==> config.mk <==
export PLATFORM = sky130hd
export DESIGN_NAME = valu_seq
export DESIGN_NICKNAME = d
export VERILOG_FILES = /design/src/rtl/valu_seq.sv
export SDC_FILE = /design/constraint.sdc
export NUM_CORES = 1
export LEC_CHECK = 0
export ABC_AREA = 1
export ABC_CLOCK_PERIOD_IN_PS = 1600
export CAP_MARGIN = 20
export CORE_ASPECT_RATIO = 0.9
export CORE_MARGIN = 5
export CORE_UTILIZATION = 40
export CTS_BUF_LIST = sky130_fd_sc_hd__clkbuf_16
export DETAILED_ROUTE_END_ITERATION = 10
export GPL_TIMING_DRIVEN = 0
export PLACE_DENSITY = 0.73
export REMOVE_ABC_BUFFERS = 1
export SYNTH_ARGS = -nofsm -noshare
export SYNTH_HDL_FRONTEND = slang
export SYNTH_SLANG_ARGS = --single-unit
==> constraint.sdc <==
create_clock -name clk_i -period 1.6 [get_ports clk_i]
set_input_delay 0.32 -clock clk_i [delete_from_list [all_inputs] [get_ports clk_i]]
set_output_delay 0.32 -clock clk_i [all_outputs]
set_load 0.005 [all_outputs]
==> src/rtl/valu_seq.sv <==
// Vector ALU beat sequencer: decodes a vector op and issues LANES-wide beats up to vl.
// Optional per-element masking (vm = 0 codes) is enabled by defining VALU_SEQ_MASK_EN.

module valu_lane #(
  parameter int NUM_ELEM = 16,
  parameter int IDX_W    = 4,
  parameter int LANE     = 0
) (
  input  logic [IDX_W:0]    idx,
  input  logic [IDX_W:0]    vl,
`ifdef VALU_SEQ_MASK_EN
  input  logic              use_mask,
  input  logic [NUM_ELEM-1:0] mask,
`endif
  output logic              en
);
  logic [IDX_W:0] pos;

  assign pos = idx + (IDX_W+1)'(LANE);
`ifdef VALU_SEQ_MASK_EN
  // pos past NUM_ELEM wraps the mask index, but the vl compare already kills that lane
  assign en  = (pos < vl) && (!use_mask || mask[pos[IDX_W-1:0]]);
`else
  assign en  = (pos < vl);
`endif
endmodule

module valu_seq #(
  parameter int NUM_ELEM = 16,
  parameter int LANES    = 4,
  parameter int IDX_W    = $clog2(NUM_ELEM)
) (
  input  logic                clk_i,
  input  logic                rst_i,
  input  logic                req_valid_i,
  output logic                req_ready_o,
  input  logic [9:0]          vfunct_i,
  input  logic [IDX_W:0]      vl_i,
`ifdef VALU_SEQ_MASK_EN
  input  logic [NUM_ELEM-1:0] mask_i,
`endif
  output logic                beat_valid_o,
  input  logic                beat_ready_i,
  output logic [IDX_W-1:0]    beat_idx_o,
  output logic [LANES-1:0]    lane_en_o,
  output logic [2:0]          valu_ctrl_o,
  output logic                acc_clr_o,
  output logic                reduce_o,
  output logic                done_o,
  output logic                illegal_o
);
  localparam logic [IDX_W:0] NE = (IDX_W+1)'(NUM_ELEM);
  localparam logic [IDX_W:0] LN = (IDX_W+1)'(LANES);

  typedef enum logic [1:0] {IDLE, RUN, DONE} state_t;

  typedef struct packed {
    logic [5:0] funct6;
    logic       vm;
    logic [2:0] funct3;
  } vfunct_t;

  vfunct_t        req;
  state_t         state_q, state_d;
  logic [2:0]     ctrl_q, dec_ctrl;
  logic           dot_q, dec_dot, ill_q, dec_legal;
  logic [IDX_W:0] vl_q, idx_q, vl_eff;
  logic           accept, beat_hs, last_beat;
  logic [LANES-1:0] lane_raw;
`ifdef VALU_SEQ_MASK_EN
  logic [NUM_ELEM-1:0] mask_q;
  logic                use_mask_q;
`endif

  assign req    = vfunct_i;
  assign vl_eff = (vl_i > NE) ? NE : vl_i;

  always_comb begin
    dec_legal = 1'b1;
    dec_ctrl  = 3'b000;
    dec_dot   = 1'b0;
    case ({req.funct6, req.funct3})
      9'b000000_001: dec_ctrl = 3'b010;
      9'b010000_000: dec_ctrl = 3'b110;
      9'b000000_111: dec_ctrl = 3'b000;
      9'b000000_110: begin dec_ctrl = 3'b001; dec_dot = 1'b1; end
      default:       dec_legal = 1'b0;
    endcase
`ifndef VALU_SEQ_MASK_EN
    if (!req.vm) dec_legal = 1'b0;
`endif
  end

  assign accept    = req_valid_i && req_ready_o;
  assign beat_hs   = (state_q == RUN) && beat_ready_i;
  assign last_beat = (idx_q + LN) >= vl_q;

  always_ff @(posedge clk_i or posedge rst_i) begin
    if (rst_i) begin
      state_q <= IDLE;
      ctrl_q  <= '0;
      dot_q   <= 1'b0;
      ill_q   <= 1'b0;
      vl_q    <= '0;
      idx_q   <= '0;
`ifdef VALU_SEQ_MASK_EN
      mask_q     <= '0;
      use_mask_q <= 1'b0;
`endif
    end else begin
      state_q <= state_d;
      if (accept) begin
        ctrl_q <= dec_ctrl;
        dot_q  <= dec_dot;
        ill_q  <= !dec_legal;
        vl_q   <= vl_eff;
        idx_q  <= '0;
`ifdef VALU_SEQ_MASK_EN
        mask_q     <= mask_i;
        use_mask_q <= !req.vm;
`endif
      end else if (beat_hs) begin
        idx_q <= idx_q + LN;
      end
    end
  end

  for (genvar k = 0; k < LANES; k++) begin : g_lane
    valu_lane #(.NUM_ELEM(NUM_ELEM), .IDX_W(IDX_W), .LANE(k)) u_lane (
      .idx      (idx_q),
      .vl       (vl_q),
`ifdef VALU_SEQ_MASK_EN
      .use_mask (use_mask_q),
      .mask     (mask_q),
`endif
      .en       (lane_raw[k])
    );
  end

  always_comb begin
    state_d      = state_q;
    req_ready_o  = 1'b0;
    beat_valid_o = 1'b0;
    lane_en_o    = '0;
    valu_ctrl_o  = 3'b000;
    acc_clr_o    = 1'b0;
    reduce_o     = 1'b0;
    done_o       = 1'b0;
    illegal_o    = 1'b0;
    beat_idx_o   = idx_q[IDX_W-1:0];
    case (state_q)
      IDLE: begin
        // held low while reset is asserted, high as soon as it releases
        req_ready_o = !rst_i;
        beat_idx_o  = '0;
        if (accept) state_d = (!dec_legal || vl_eff == '0) ? DONE : RUN;
      end
      RUN: begin
        beat_valid_o = 1'b1;
        lane_en_o    = lane_raw;
        valu_ctrl_o  = ctrl_q;
        acc_clr_o    = dot_q && (idx_q == '0);
        reduce_o     = dot_q && last_beat;
        if (beat_ready_i && last_beat) state_d = DONE;
      end
      DONE: begin
        done_o     = 1'b1;
        illegal_o  = ill_q;
        beat_idx_o = '0;
        state_d    = IDLE;
      end
      default: state_d = IDLE;
    endcase
  end
endmodule

== Yosys cells after proc, flatten, opt, wreduce, memory -nomap -nowiden ==
Cells that the tools add are included.

* Output and inout bits: 17
* Bits of input ports: 19
* Memory bits (writable): 0
* Latch bits: 0
* Logic and storage cells: 59
* Flip-flop bits (word level): 17
* Memories kept: 0
* Memory bits (read-only): 0

* Multipliers: 0
* Bitwise logic cells: 0
* Magnitude comparators: 6
* Add/subtract/negate cells: 4
* Shift-type cells: 0
* Reductions and logical operators: 15
* Multiplexer cells: 20
* Equal/unequal tests: 8
* Divide/modulo/power cells: 0

{| class="wikitable"
|+ Operators with widths
! kind !! number
|-
| less-than comparator 5 bit || 4
|-
| equality test 9 x 3 -> 1 bit, second input constant || 2
|-
| two-way mux 5 bit || 3
|-
| adder 5 x 2 -> 5 bit, second input constant || 2
|-
| logical NOT 5 bit || 2
|-
| equality test 9 x 1 -> 1 bit, second input constant || 1
|-
| equality test 9 x 8 -> 1 bit, second input constant || 1
|-
| two-way mux 1 bit || 9
|-
| one-hot mux 3 bit (3 select lines) || 1
|-
| two-way mux 4 bit || 2
|-
| two-way mux 2 bit || 3
|-
| adder 5 x 1 -> 5 bit, second input constant || 1
|-
| adder 5 x 3 -> 5 bit, second input constant || 1
|-
| >= comparator 5 bit || 1
|-
| > comparator 5 bit, second input constant || 1
|-
| logical AND 1 bit || 5
|-
| one-hot mux 2 bit (2 select lines) || 1
|-
| OR reduction 4 bit || 1
|-
| two-way mux 3 bit || 1
|-
| equality test 2 x 1 -> 1 bit, second input constant || 1
|-
| equality test 2 bit, second input constant || 1
|-
| logical NOT 1 bit || 2
|-
| logical NOT 2 bit || 1
|-
| inequality test 2 x 1 -> 1 bit, second input constant || 1
|-
| other kinds (5) || 5
|}

== Depth between registers and ports, before layout ==
* Depth in word-level cells: 9
* Gate-level depth with buffers: 11
* Gate-level depth less buffers: 11

== Hierarchy ==
From an unflattened synthesis, not the netlist that was laid out.

* Cell total of the unflattened synthesis: 250
* Area, all modules: 1636.6 µm²

{| class="wikitable"
|+ Modules (own cells, without submodules)
! module !! times used !! cells each !! area each (µm²) !! seq. area each (µm²)
|-
| valu_seq || 1 || 136 || 985.9 || 375.4
|-
| valu_lane at g_lane[3].u_lane || 1 || 34 || 188.9 || 0.0
|-
| valu_lane at g_lane[1].u_lane || 1 || 31 || 182.7 || 0.0
|-
| valu_lane at g_lane[2].u_lane || 1 || 27 || 158.9 || 0.0
|-
| valu_lane at g_lane[0].u_lane || 1 || 22 || 120.1 || 0.0
|}

== Worst setup path before layout ==
No wires, ideal clock.

* Path kind: flip-flop to output port
* Start point: reg idx_q[2]
* End point: out reduce_o
* Stages on the path, launching flop included: 8
* Data required time: 1280 ps
* Path slack: -104 ps
* Data arrival time: 1384 ps
* Path buffers: 0
* Cell sequence: dfrtp_1 > ha_1 > xor2_1 > ha_1 > nand2_1 > inv_1 > nand2_1 > a31oi_1

* Cells in the longest elaborated chain, start to end: 4

{| class="wikitable"
|+ Ends and longest elaborated chain
! element !! RTL line !! source
|-
| start: declaration || 67 || <nowiki>logic [IDX_W:0] vl_q, idx_q, vl_eff;</nowiki>
|-
| start signal: assignment || 123 || <nowiki>idx_q <= idx_q + LN;</nowiki>
|-
| adder 5 x 3 -> 5 bit || 96 || <nowiki>assign last_beat = (idx_q + LN) >= vl_q;</nowiki>
|-
| >= comparator 5 bit || 96 ||
|-
| logical AND 1 bit || 163 || <nowiki>reduce_o = dot_q && last_beat;</nowiki>
|-
| two-way mux 1 bit || 151 || <nowiki>case (state_q)</nowiki>
|-
| end: declaration || 48 || <nowiki>output logic reduce_o,</nowiki>
|}

No other way between the ends.

== Worst setup path after layout ==
Ends and elaborated chain as after synthesis.

==> flow_summary.yaml <==
sta:
  timing.final.ws_setup_ns: -0.584
  hold-worst-slack_ns: 0.480
  fmax_mhz: 458
  fin_skew_ns: 0.00430
  hold_viol_final: 0
  setup_viol: 8
  relSlewSlack_pct: 61.6
  rsz0062_at_grt: "true"
  finalCritPeriodShare_pct: 136
  final.min_clock_period_ns: 2.18
  slew_violations: 0
  tightest_slew_ns: 0.576
detailed_routing:
  ant_nets: 0
  viasPerCell: 4.79
  post_drt_wl_per_cell_microns: 12.6
  drc: 0
  dr.pass1.iters: 3
  vias: 1165
  drtIter0Drc: 18
  drt-total-wl_mm: 3.06
final_layout:
  diodes: 0
  finish.utilization_pct: 64.3
  final_layout_size_suffix_gt1_share_pct: 30.0
  syn2layout_area_growth_pct: 54.2
  final_nets: 235
global_route:
  grt_pass1_wl_mm: 4.73
  grtUsageTotal_pct: 15.5
  overflow: 0
  antenna_found_initial: 0
  grt_max_degree: 16
  grt_pass1_vias: 1133
floorplan:
  io_pins: 36
  initial_core_util_pct: 41.7
  coreArea_sq_um: 2750
  die_area_sq_um: 4030
  die_x_microns: 66.4
  row_count: 18
  die_y_microns: 60.8
logic_synthesis:
  synth_edf_count: 0
  seq_area_frac_synth_pct: 32.8
  synthArstFlopShare_pct: 100
  synth.avg_cell_area_sq_um: 7.39
  ys.flop_type: "dfrtp_1"
  yosys_warnings: 0
  synth_top_cell_area_share_pct: 32.8
  yosysTopAreaCell: "dfrtp_1"
  synthesis.area_sq_um: 1140
  ys_types: 31
  syn-instance-count: 155
  synth_area_leaders: "dfrtp_1 33%, ha_1 13%, nand2_1 9.5%, inv_1 9.2%, nor2_1 4.9%"
  synth.ff_latch_count: 15
critical_path:
  cp_cell_sequence: "ha_2 -> xor2_2 -> ha_4 -> buf_4 -> a21oi_2 -> a31oi_1 -> buf_2"
  required_ns: 1.28
  worstSetupStartpointType: "flop"
  endpoint_kind: "primary output"
  path_max_fanout: 4
  worstSetupPathType: "reg -> out"
  r2r-end: "state_q[1]"
  r2r_start: "idx_q[2]"
  r2r_cells: 12
  slowest_stage: "dfrtp_1"
  crit_arrival_ns: 1.86
  rrSetupSlack_ns: -0.30
  max_stage_delay_ns: 0.42
placed_design:
  hpwl_mm: 2.17
  io_buffers: 33
  gp_congestion: 0.796
cts:
  cts.clk_slew.worst_paths_ns: 0.05
  clkSinkCount: 15
  numCtsBuffers: 3
  h-tree-depth: 1
  ctsHoldBuffers: 0
  clkLatencyLatePin_ns: 0.24
  cts_max_path_buffers: 2
  cts_tree: "built"
  clockRootBuffer: "clkbuf_16"
hold_path:
  hp-start: "ill_q"
  holdPathStages: 1
  hold_class: "reg -> reg"
  hold_path_end: "ill_q"
power_and_ir_drop:
  ir_worst_vdd_v: 0.000405
  p_leak_nw: 0.882
  power.total_mw: 1.18
  powerDensity_nw_per_um2: 667
run_status:
  outcome: "finished with violations"
  violations: "negative setup slack"
job:
  cap_violations: 0
==> sequential cells by signal, summed over array words and instances, names as in the netlist <==
| signal | cells |
|---|---|
| ctrl_q | 3 |
| dot_q | 1 |
| idx_q | 3 |
| ill_q | 1 |
| state_q | 2 |
| vl_q | 5 |
==> worst max-delay path by stage <==
stage	from	end	slack, ns	cells after the start
final	idx_q[2]	reduce_o	-0.58	7
after global routing	idx_q[2]	reduce_o	-0.66	7
after CTS	idx_q[2]	reduce_o	-0.59	8
after detailed placement	idx_q[2]	reduce_o	-0.77	8
after global placement	idx_q[2]	reduce_o	-0.71	8
after floorplan	idx_q[2]	reduce_o	-0.10	7
==> repair_timing <==
item,in CTS,in global routing
endpoints found under the setup margin,17,11
cloned,0,0
setup buffers,7,7
pin swaps,7,8
resized for setup,38,33
==> cell usage after synthesis (2+ instances only) <==
cell type  number
ha_1           12
nand3_1         9
o21ai_0         9
nor3_1          4
o22ai_1         2
nor2_4          3
buf_4           2
nand2_1        29
nor2_1         15
a21oi_1         5
nand4_1         2
inv_2           2
o21a_1          2
inv_1          28
dfrtp_1        15
==> power breakdown <==
part	total (mW)	switching, mW	internal [mW]
logic	0.287	0.152	0.135
clock network	0.478	0.147	0.331
registers	0.413	0.0135	0.400
==> area by class of cell <==
class                           count  area (sq um)
Sequential cell                    15           378
Timing Repair Buffer               47           400
Multi-Input combinational cell    106           737
Inverter                           31           121
Clock inverter                      1          3.75
Clock buffer                        3          75.1
Tap cell                           40          50.0
Fill cell                         248           982
==> cells in the final DEF (no fill, tap or decap), drive strengths merged <==
| cell type | instances |
|---|---|
| inv | 32 |
| nand2 | 31 |
| nor2 | 19 |
| clkdlybuf4s50 | 18 |
| buf | 18 |
| dfrtp | 15 |
| ha | 12 |
| nand3 | 10 |
| o21ai | 10 |
| clkbuf | 7 |
| dlygate4sd2 | 5 |
| a21oi | 5 |
| nor3 | 4 |
| nand4 | 2 |
| o22ai | 2 |
| o21a | 2 |
| conb | 2 |
| clkdlybuf4s15 | 2 |
| and2 | 1 |
| xor2 | 1 |
| a21boi | 1 |
| and3 | 1 |
| a31oi | 1 |
| nor3b | 1 |
| a211oi | 1 |
==> critical path, delay by kind of cell, from the launching register on <==
family                     cells  cell delay (ns)
DFF                            1             0.42
xor gates and xnor gates       1             0.21
buffers and inverters          2             0.26
adders and majority gates      2             0.47
AOI/OAI and AO/OA              2             0.26
==> logic make-up (layout without fill, tap and decap cells) <==
| logic type | after synthesis | in the layout | share of synthesized area, % |
|---|---|---|---|
| AND/OR/NAND/NOR | 69 | 69 | 28.9 |
| buffers and inverters | 35 | 82 | 13.0 |
| AO/OA/AOI/OAI | 22 | 22 | 11.1 |
| flip-flops | 15 | 15 | 32.8 |
| adder cells (fa/ha/maj) | 12 | 12 | 13.1 |
| other | 1 | 2 | 0.328 |
| XOR/XNOR | 1 | 1 | 0.765 |
==> metrics by stage <==
step,area [sq um],std cells,TNS [ns],setup slack [ns]
floorplan,1120,152,-0.127,-0.104
global placement,1500,225,-3.15,-0.706
detailed placement,1500,225,-3.53,-0.766
CTS,1630,236,-2.57,-0.587
global route,1770,243,-3.81,-0.656
finish,1770,243,-3.14,-0.584
==> per-layer routing <==
layer / vias to the layer above / routed length [microns] / track usage [%]
li1: 590 / - / -
met1: 541 / 1210 / 17.3
met2: 28 / 1710 / 28.7
met3: 6 / 92 / 3.33
met4: 0 / 48 / 6.38
met5: - / 0 / 0
No activity file was read; power rests on OpenSTA's default activity.
